--- src/rtl/bt_cmd_parser_pkg.sv ---
// rtl/bt_cmd_parser_pkg.sv - shared constants and state encoding for the command parser
package bt_cmd_parser_pkg;

    localparam logic [7:0]  SYNC_BYTE_DEFAULT   = 8'hA5;
    localparam int          PKT_LEN             = 5;
    localparam logic [31:0] GAP_TIMEOUT_DEFAULT = 32'd166700;

    // Command ids understood by the motor/servo control logic.
    localparam logic [7:0] CMD_DRIVE = 8'h01;
    localparam logic [7:0] CMD_STOP  = 8'h02;
    localparam logic [7:0] CMD_SERVO = 8'h03;

    typedef enum logic [2:0] {
        ST_SYNC  = 3'd0,
        ST_CMD   = 3'd1,
        ST_ARG_A = 3'd2,
        ST_ARG_B = 3'd3,
        ST_CSUM  = 3'd4
    } parse_state_t;

endpackage

--- src/rtl/bt_cmd_parser_byte_gap_timer.sv ---
// rtl/bt_cmd_parser_byte_gap_timer.sv - inter-byte gap counter with terminal-count pulse
module byte_gap_timer #(
    parameter logic [31:0] GAP_TIMEOUT = 32'd166700
) (
    input  logic clk,
    input  logic rst,
    input  logic clear,
    input  logic en,
    output logic tc
);

    logic [31:0] count;

    // Saturates at GAP_TIMEOUT so the counter can never wrap.
    always_ff @(posedge clk or negedge rst) begin
        if (!rst) begin
            count <= '0;
        end else if (clear) begin
            count <= '0;
        end else if (en && (count != GAP_TIMEOUT)) begin
            count <= count + 32'd1;
        end
    end

    // Fires on the cycle whose increment reaches GAP_TIMEOUT; a byte that cycle clears instead.
    assign tc = en && !clear && (count == GAP_TIMEOUT - 32'd1);

endmodule

--- src/rtl/bt_cmd_parser.sv ---
// rtl/bt_cmd_parser.sv - frames UART bytes into checksummed 5-byte robot commands
module bt_cmd_parser
    import bt_cmd_parser_pkg::*;
#(
    parameter int          DATA_WIDTH  = 8,
    parameter logic [7:0]  SYNC_BYTE   = SYNC_BYTE_DEFAULT,
    parameter logic [31:0] GAP_TIMEOUT = GAP_TIMEOUT_DEFAULT
) (
    input  logic                  clk,
    input  logic                  rst,
    input  logic [DATA_WIDTH-1:0] rx_data,
    input  logic                  rx_done,
    output logic [7:0]            cmd_id,
    output logic [7:0]            arg_a,
    output logic [7:0]            arg_b,
    output logic                  cmd_valid,
    output logic                  cmd_err,
    output logic                  gap_err,
    output logic                  busy
);

    parse_state_t state;
    logic [7:0]   csum;
    logic [7:0]   sh_cmd;
    logic [7:0]   sh_a;
    logic [7:0]   sh_b;
    logic         gap_tc;
    logic         gap_clear;
    logic         gap_en;

    assign gap_clear = rx_done || (state == ST_SYNC);
    assign gap_en    = (state != ST_SYNC) && !rx_done;
    assign busy      = (state != ST_SYNC);

    byte_gap_timer #(
        .GAP_TIMEOUT(GAP_TIMEOUT)
    ) u_gap_timer (
        .clk  (clk),
        .rst  (rst),
        .clear(gap_clear),
        .en   (gap_en),
        .tc   (gap_tc)
    );

    always_ff @(posedge clk or negedge rst) begin
        if (!rst) begin
            state     <= ST_SYNC;
            csum      <= '0;
            sh_cmd    <= '0;
            sh_a      <= '0;
            sh_b      <= '0;
            cmd_id    <= '0;
            arg_a     <= '0;
            arg_b     <= '0;
            cmd_valid <= 1'b0;
            cmd_err   <= 1'b0;
            gap_err   <= 1'b0;
        end else begin
            cmd_valid <= 1'b0;
            cmd_err   <= 1'b0;
            gap_err   <= 1'b0;
            if (rx_done) begin
                case (state)
                    ST_SYNC: begin
                        if (rx_data == SYNC_BYTE) begin
                            state <= ST_CMD;
                            csum  <= '0;
                        end
                    end
                    ST_CMD: begin
                        sh_cmd <= rx_data;
                        csum   <= csum ^ rx_data;
                        state  <= ST_ARG_A;
                    end
                    ST_ARG_A: begin
                        sh_a  <= rx_data;
                        csum  <= csum ^ rx_data;
                        state <= ST_ARG_B;
                    end
                    ST_ARG_B: begin
                        sh_b  <= rx_data;
                        csum  <= csum ^ rx_data;
                        state <= ST_CSUM;
                    end
                    ST_CSUM: begin
                        // All three outputs move together so control never sees a mixed command.
                        if (rx_data == csum) begin
                            cmd_id    <= sh_cmd;
                            arg_a     <= sh_a;
                            arg_b     <= sh_b;
                            cmd_valid <= 1'b1;
                        end else begin
                            cmd_err <= 1'b1;
                        end
                        state <= ST_SYNC;
                    end
                    default: state <= ST_SYNC;
                endcase
            end else if (gap_tc) begin
                gap_err <= 1'b1;
                state   <= ST_SYNC;
                csum    <= '0;
                sh_cmd  <= '0;
                sh_a    <= '0;
                sh_b    <= '0;
            end
        end
    end

endmodule

--- config.mk ---
export PLATFORM = sky130hd
export DESIGN_NAME = bt_cmd_parser
export DESIGN_NICKNAME = d
export VERILOG_FILES = /design/src/rtl/bt_cmd_parser_pkg.sv /design/src/rtl/bt_cmd_parser_byte_gap_timer.sv /design/src/rtl/bt_cmd_parser.sv
export SDC_FILE = /design/constraint.sdc
export NUM_CORES = 1
export LEC_CHECK = 0
export CAP_MARGIN = 20
export CORE_MARGIN = 2
export CORE_UTILIZATION = 54
export CTS_CLUSTER_DIAMETER = 150
export DETAILED_ROUTE_END_ITERATION = 7
export GPL_TIMING_DRIVEN = 0
export PLACE_DENSITY = 0.82
export SETUP_SLACK_MARGIN = 0.15
export SKIP_LAST_GASP = 1
export SLEW_MARGIN = 40
export SYNTH_ARGS = -nofsm -noshare
export SYNTH_HDL_FRONTEND = slang
export SYNTH_SLANG_ARGS = --single-unit
--- constraint.sdc ---
create_clock -name clk -period 6.1 [get_ports clk]
set_clock_uncertainty 0.05 [all_clocks]
set_input_delay 0.915 -clock clk [delete_from_list [all_inputs] [get_ports clk]]
set_output_delay 0.915 -clock clk [all_outputs]
set_load 0.01 [all_outputs]
==> summary.txt, run 1 <==
Status
  • Result of the run: complete, no violations

Yosys
  • Share of synthesized area occupied by flip-flops and latches: 54.7%
  • Warnings from Yosys: 0
  • List of most frequent post-synthesis cells: 94 x sky130_fd_sc_hd__dfrtp_1, 48 x sky130_fd_sc_hd__mux2_2, 36 x sky130_fd_sc_hd__nor2_1
  • Simple logic cell fraction of the synthesized area: about a fifth
  • Gate Count Post-Synth: between 300 and 400
  • Most frequent cell after synthesis: sky130_fd_sc_hd__dfrtp_1
  • Async S/R FF share, synth: between 90% and 100%
  • Syn_area_per_cell: approximately 11 µm²
  • Unique masters post-synth: 37
  • Multiplexer share of the synthesized area: 13.1%
  • Post-synthesis sequential element count: 94
  • Net Count, Synth: 388
  • Dominant cells by area after synthesis: sky130_fd_sc_hd__dfrtp_1 55%, sky130_fd_sc_hd__mux2_2 13%, sky130_fd_sc_hd__xnor2_1 3.9%
  • Main synth FF type: sky130_fd_sc_hd__dfrtp_1
  • Number of flops mapped to enable cells by yosys: 0
  • Largest family of logic cells by synthesized area: simple AND/OR/NAND/NOR gates
  • Post-Synthesis Cell Area: 4300 µm²
  • Synth area leader: sky130_fd_sc_hd__dfrtp_1
  • Adder-cell share of the synthesized area: less than 1%
  • Proportion of netlist area held by the largest area contributor: 54.7%
  • Compound-Gate Fraction of Synth Area: 4.31%
  • Post-Synth XOR/XNOR Area: under 10%

Timing
  • Worst hold slack: 0.375 ns
  • Number of endpoints with negative hold slack in the final report: 0
  • Max-slew headroom: approximately 45%
  • Pins over their slew limit: 0
  • Final cycle utilization of the critical path: between 40% and 50%
  • Achievable frequency: 343 MHz
  • RSZ-0062 raised after global routing: no
  • Final Setup Violations: 0
  • TNS Setup: 0 ns
  • Worst slew pin tran: between 0.8 and 0.9 ns
  • Minimum period implied by the final worst setup slack: approximately 2.9 ns

Setup path
  • Worst EP required: around 6.3 ns
  • Maximum net fanout on the critical path: 10
  • CP max-delay cell: sky130_fd_sc_hd__clkbuf_1
  • Flop2flop setup slack: 3.74 ns
  • Crit start category: input port
  • Cells on worst reg2reg path: 6
  • Worst r2r dst: sh_b[4]$_DFFE_PN0P_
  • Reg2reg start: state[1]$_DFFE_PN0P_
  • Arrival time of the worst setup path: 3.11 ns
  • Worst setup EP type: register
  • Most frequent cell on the critical path: sky130_fd_sc_hd__clkbuf_1
  • Cells along the critical path: clkdlybuf4s50_1 -> xnor2_1 -> nand4_1 -> or3_1 -> clkbuf_1 -> clkbuf_1 -> mux2_2
  • Delay of the slowest critical-path stage: 0.55 ns
  • Critical path type: in2reg

CTS
  • CTS clk-pin slew, worst paths: 0.10 ns
  • Clock tree from TritonCTS: built
  • Hold_buf cts: 0
  • CTS Buf Count: 9
  • Clk root buf: sky130_fd_sc_hd__clkbuf_8
  • Buffers inserted during post-CTS setup optimization: 0
  • Cells resized by post-CTS repair: 0
  • Maximum buffer depth of the clock tree: 2
  • Clock sink count: 94
  • H-tree depth: 3
  • Clock Latency Late Sink: about 0.37 ns

Routing
  • Final Routed Wirelength: between 8000 and 9000 µm
  • Detailed-routing iteration count for the pre-antenna-repair pass: 4
  • DRT iter0 DRCs: between 100 and 150
  • Remaining routing DRC violations: 0
  • Total number of vias: ~3.1k
  • Routed WL per cell: 16.0 µm
  • Post-detailed-route count of antenna-violating nets: 0
  • Number of vias per cell after detailed routing: around 5.7

Floorplan
  • Number of placement rows: 32
  • Core Footprint: approximately 7700 µm²
  • Die width: roughly 93 µm
  • Initial Util: a little under three fifths
  • Total I/O pin count: 39
  • DIE AREA: slightly below 9000 µm²
  • Y dimension of the die: ~93 µm

Global routing
  • Antenna violations before repair: 0
  • Via count of the first global-routing pass: approximately 3.0k
  • Pin count of the biggest net entering global routing: 61
  • Wire length of the first global-routing pass: approximately 14000 µm
  • Overall routing resource usage: a little over a fifth
  • Grt ovf: 0

Pwr
  • Sw frac: 30.2%
  • Areal power density over the cells: approximately 310 nW/µm²
  • Worst IR Drop VDD: between 0.1 and 0.15 mV
  • Share of total power in the clock network: 26.8%
  • Design internal power: between 1 and 1.5 mW
  • Leak Pwr: ~2.2 nW
  • Switching power of the nets: 0.477 mW
  • Share of total power in sequential cells: about half
  • Combinational power share: between 20% and 30%

Placement
  • Port buffer count: 38
  • Routability congestion estimate from global placement: about 0.88
  • Placed wire-length estimate after detailed placement: approximately 6000 µm

Cells and area
  • Fraction of final layout cells sized beyond drive strength 1: between 10% and 20%
  • Final net count: 438
  • Synthesis-to-layout area growth: 17.4%
  • N_diodes: 0

Run
  • Number of max-cap violations: 0

Hold path
  • Worst Hold Class: in2async
## how the worst max path moves through the flow
stage          startpoint                                to  slack, ns
3_3_place_gp          rst  u_gap_timer.count[1]$_DFFE_PN0P_       0.74
5_1_grt        rx_data[4]              arg_a[5]$_DFFE_PN0P_       3.08
2_1_floorplan  rx_data[6]              arg_a[2]$_DFFE_PN0P_       3.73
4_1_cts        rx_data[4]              arg_a[5]$_DFFE_PN0P_       3.20
3_5_place_dp   rx_data[4]              arg_a[5]$_DFFE_PN0P_       2.81
6_report       rx_data[4]              arg_b[7]$_DFFE_PN0P_       3.19
## flip-flops by register name (all words and copies together), names as in the netlist
register           cells
sh_a                   8
arg_a                  8
state                  3
csum                   8
arg_b                  8
cmd_err                1
sh_b                   8
cmd_id                 8
sh_cmd                 8
cmd_valid              1
gap_err                1
u_gap_timer.count     32
## final cells by class
class / instances / area, µm²
plain buffers: 13 / 51.3
multi-input cells: 263 / 1890
fillers: 577 / 2680
clock buffers: 9 / 124
inverters: 5 / 18.8
clock inverters: 7 / 80.1
repair buffers: 39 / 409
flip-flops and latches: 94 / 2350
well taps: 102 / 128
## metal layers
metal	part of all wire [%]	vias to the layer above	GRT usage, %
li1	-	1439	-
met1	43	1517	27.1
met3	4.3	17	4.83
met2	51	77	35.9
met4	1.8	0	6.37
met5	0	-	0
## through the flow
step / cell area [µm²] / std cells / utilization, % / setup WS, ns / power, mW
finish: 5050 / 532 / 65.3 / 3.19 / 1.58
floorplan: 4300 / 375 / - / 3.73 / 1.06
CTS: 5040 / 532 / 65.2 / 3.20 / 1.59
global placement: 4810 / 515 / 62.2 / 0.742 / 1.14
global route: 5050 / 532 / 65.3 / 3.08 / 1.67
detailed placement: 4840 / 516 / 62.6 / 2.81 / 1.17
## layout by cell type (no fill, tap or decap), types with 2 or more instances in the layout
cell / n
sky130_fd_sc_hd__nor3_1: 8
sky130_fd_sc_hd__and3_1: 3
sky130_fd_sc_hd__clkbuf_1: 11
sky130_fd_sc_hd__inv_6: 2
sky130_fd_sc_hd__and2_1: 8
sky130_fd_sc_hd__nand3_1: 12
sky130_fd_sc_hd__nor2_1: 36
sky130_fd_sc_hd__o21ai_0: 6
sky130_fd_sc_hd__nor4b_1: 5
sky130_fd_sc_hd__dfrtp_1: 94
sky130_fd_sc_hd__xnor2_1: 19
sky130_fd_sc_hd__inv_1: 5
sky130_fd_sc_hd__or3_1: 15
sky130_fd_sc_hd__clkdlybuf4s50_1: 37
sky130_fd_sc_hd__ha_1: 2
sky130_fd_sc_hd__xor2_1: 12
sky130_fd_sc_hd__clkbuf_8: 9
sky130_fd_sc_hd__nor4bb_1: 2
sky130_fd_sc_hd__nand2b_1: 3
sky130_fd_sc_hd__nand4_1: 13
sky130_fd_sc_hd__a31oi_1: 9
sky130_fd_sc_hd__and4_1: 5
sky130_fd_sc_hd__nor4_1: 8
sky130_fd_sc_hd__or2_2: 2
sky130_fd_sc_hd__nand2_1: 14
sky130_fd_sc_hd__nor4_4: 2
sky130_fd_sc_hd__mux2_2: 48
sky130_fd_sc_hd__nor2b_1: 4
sky130_fd_sc_hd__nor2_2: 3
sky130_fd_sc_hd__buf_2: 2
sky130_fd_sc_hd__a21oi_1: 15
## logic make-up after synthesis
| family | Yosys count |
|---|---|
| AND/OR/NAND/NOR | 147 |
| flip-flops | 94 |
| multiplexers | 50 |
| AO/OA/AOI/OAI | 33 |
| XOR/XNOR | 31 |
| buffers and inverters | 18 |
| adder cells (fa/ha/maj) | 2 |
## worst max-delay path, delay by kind of cell
kind,cells,cell delay [ns]
xor gates and xnor gates,1,0.18
and+or+nand+nor,2,0.22
buffers and inverters,3,1.37
muxes,1,0.42
## power groups by stage
| stage | Combinational, mW | Sequential [mW] | Clock [mW] |
|---|---|---|---|
| 2_1_floorplan | 0.248 | 0.807 | 0 |
| 3_3_place_gp | 0.325 | 0.819 | 0 |
| 3_5_place_dp | 0.340 | 0.828 | 0 |
| 4_1_cts | 0.343 | 0.816 | 0.430 |
| 5_1_grt | 0.378 | 0.831 | 0.459 |
| 6_report | 0.338 | 0.817 | 0.424 |
(Power assumes the default switching activity.)
==> run 2, diff against run 1 <==
Settings changed: CORE_UTILIZATION 54 to 52.
Clock period 6.1 ns to 2.65 ns, I/O delays scaled along.
==> run 2 against run 1 <==
- worst setup slack lost 2.9 ns
- sequential cell count is the same
- global-route usage grew 0.31 points
- via count grew 0.39%
- cell area grew 0.35%
- die area grew 3.7%
- first-iteration DRC count shrank 4.2%
- core utilization shrank 3.1 points
- critical endpoint is now arg_a[3]$_DFFE_PN0P_
- largest cell class unchanged
- largest power group unchanged
- highest routed layer unchanged
==> summary.txt, run 2 (synthesized netlist as in run 1, its figures left out) <==
Cells and area
  • Most common library cell in the layout ignoring fill and taps: sky130_fd_sc_hd__dfrtp_1
  • FILL cells: between 600 and 700
  • Final net count: 439
  • N_diodes: 0
  • Fraction of final layout cells sized beyond drive strength 1: 17.6%
  • Commonest non-fill, non-tap cells in the layout: 94 x sky130_fd_sc_hd__dfrtp_1, 48 x sky130_fd_sc_hd__mux2_2, 37 x sky130_fd_sc_hd__clkdlybuf4s50_1, 36 x sky130_fd_sc_hd__nor2_1, 19 x sky130_fd_sc_hd__xnor2_1
  • Largest register FFs: 32
  • Utilization after layout: between 60% and 70%
  • Synthesis-to-layout area growth: 17.8%
  • Multi-input gate area: ~1900 µm²
  • Biggest register: u_gap_timer.count
  • Flip-flop and latch area: ~2400 µm²

CTS
  • Clock sink count: 94
  • CTS Buf Count: 9
  • Clock Latency Late Sink: 0.37 ns
  • Buffers inserted during post-CTS setup optimization: 0
  • H-tree depth: 3
  • Clock tree from TritonCTS: built
  • CTS clk-pin slew, worst paths: 0.11 ns
  • Clk root buf: sky130_fd_sc_hd__clkbuf_8
  • Maximum buffer depth of the clock tree: 2

Routing
  • Routed WL per cell: 16.3 µm
  • Detailed-routing iteration count for the pre-antenna-repair pass: 4
  • Post-detailed-route count of antenna-violating nets: 0
  • Total number of vias: just over 3k
  • Final Routed Wirelength: 8760 µm
  • DRT iter0 DRCs: 113
  • Number of vias per cell after detailed routing: 5.71
  • Remaining routing DRC violations: 0

Pwr
  • Worst IR Drop VDD: between 0.3 and 0.4 mV
  • Design internal power: between 2 and 2.5 mW
  • Share of total power in the clock network: 26.5%
  • Sw frac: between 30% and 40%
  • Share of total power in sequential cells: roughly 52%
  • Combinational power share: a little over a fifth
  • Switching power of the nets: 1.17 mW
  • Areal power density over the cells: just over 700 nW/µm²
  • Leak Pwr: 2.20 nW

Setup path
  • CP max-delay cell: sky130_fd_sc_hd__clkdlybuf4s50_1
  • Reg2reg start: u_gap_timer.count[1]$_DFFE_PN0P_
  • Arrival time of the worst setup path: 2.57 ns
  • Worst EP required: 2.85 ns
  • Maximum net fanout on the critical path: 10
  • Cells on worst reg2reg path: 6
  • Most frequent cell on the critical path: sky130_fd_sc_hd__clkbuf_1
  • Flop2flop setup slack: 0.36 ns
  • Origin of the worst setup path: rx_data[0]
  • Worst setup EP type: register
  • Delay of the slowest critical-path stage: around 0.63 ns
  • Critical path type: in2reg
  • Cells along the critical path: clkdlybuf4s50_1 -> xnor2_1 -> nand4_1 -> or3_1 -> clkbuf_1 -> clkbuf_1 -> mux2_2
  • Crit start category: input port

Timing
  • Minimum period implied by the final worst setup slack: approximately 2.4 ns
  • Achievable frequency: 422 MHz
  • Worst hold slack: approximately 0.43 ns
  • RSZ-0062 raised after global routing: yes
  • Worst slew pin tran: between 0.7 and 0.8 ns
  • Final cycle utilization of the critical path: between 80% and 90%
  • Max-slew headroom: between 50% and 60%
  • TNS Setup: 0 ns
  • Number of endpoints with negative hold slack in the final report: 0
  • Pins over their slew limit: 0
  • Final Setup Violations: 0

Global routing
  • Overall routing resource usage: 21.5%
  • Via count of the first global-routing pass: between 2k and 3k
  • Met3 Resource Use GR: under 10%
  • Met2 layer usage reported by global route: 35.8%
  • GR Util met1: around 28%
  • Wire length of the first global-routing pass: approximately 15000 µm
  • Grt ovf: 0
  • Global routing's busiest layer: met2
  • Antenna violations before repair: 0
  • Pin count of the biggest net entering global routing: 55

Hold path
  • Worst Hold Class: in2async

Floorplan
  • DIE AREA: between 9000 and 10000 µm²
  • Number of placement rows: 33
  • Total I/O pin count: 39
  • Die width: ~95 µm
  • Y dimension of the die: 94.9 µm
  • Core Footprint: around 8000 µm²
  • Initial Util: between 50 and 60%

Placement
  • Routability congestion estimate from global placement: roughly 0.9
  • Port buffer count: 38
  • Placed wire-length estimate after detailed placement: 6310 µm

Status
  • Result of the run: complete, no violations

Run
  • Number of max-cap violations: 0
## run 2: cell types whose count changed in the layout (fill, tap and decap cells not counted), sizes merged
| cell | previous run | this run |
|---|---|---|
| clkinvlp | 1 | 0 |
| inv | 8 | 10 |
| bufinv | 1 | 0 |
| dlygate4sd3 | 0 | 1 |
## run 2: layout make-up
type                       count  share of cell area (%)
buffer                        13                    1.01
clock buffer                   9                    2.44
clock inverter                 7                    1.65
inverter                       5                   0.370
multi-input combinational    263                    37.2
sequential                    94                    46.4
tap                          105                    2.59
timing repair buffer          40                    8.27
## run 2: routing by layer
layer	share of wire, %	vias to the layer above
li1	-	1451
met1	44	1514
met2	51	84
met3	3.9	13
met4	1.3	0
met5	0	-
## run 2: final timing paths
path / endpoint
min: arg_b[5]$_DFFE_PN0P_
max reg2reg: u_gap_timer.count[20]$_DFFE_PN0P_
max in group asynchronous: u_gap_timer.count[12]$_DFFE_PN0P_
min in group clk: arg_b[2]$_DFFE_PN0P_
max: arg_a[3]$_DFFE_PN0P_
min reg2reg: arg_b[2]$_DFFE_PN0P_
## run 2: metrics by stage
stage | instances | cell area [µm²] | setup slack (ns) | total power [mW]
after floorplan | 375 | 4300 | 0.598 | 2.43
after global placement | 518 | 4810 | -2.14 | 2.64
after detailed placement | 519 | 4850 | -0.119 | 2.71
after CTS | 536 | 5070 | 0.266 | 3.67
after global routing | 536 | 5070 | 0.148 | 3.86
final | 536 | 5070 | 0.282 | 3.64
## run 2: critical path, delay by kind of cell
family	cells	cell delay, ns
buffers and inverters	3	1.17
xor gates and xnor gates	1	0.16
and+or+nand+nor	2	0.48
muxes	1	0.35
## run 2: power groups by stage
| stage | Combinational (mW) | Sequential (mW) | Clock, mW |
|---|---|---|---|
| 2_1_floorplan | 0.570 | 1.86 | 0 |
| 3_3_place_gp | 0.746 | 1.89 | 0 |
| 3_5_place_dp | 0.788 | 1.92 | 0 |
| 4_1_cts | 0.792 | 1.89 | 0.987 |
| 5_1_grt | 0.875 | 1.92 | 1.06 |
| 6_report | 0.782 | 1.89 | 0.965 |
## run 2: timing repair
item | 4_1_cts | 5_1_grt
endpoints found under the hold margin | 40 | 0
hold buffers | 1 | 0
resized for setup | 0 | 0
setup endpoints to repair | 0 | 9
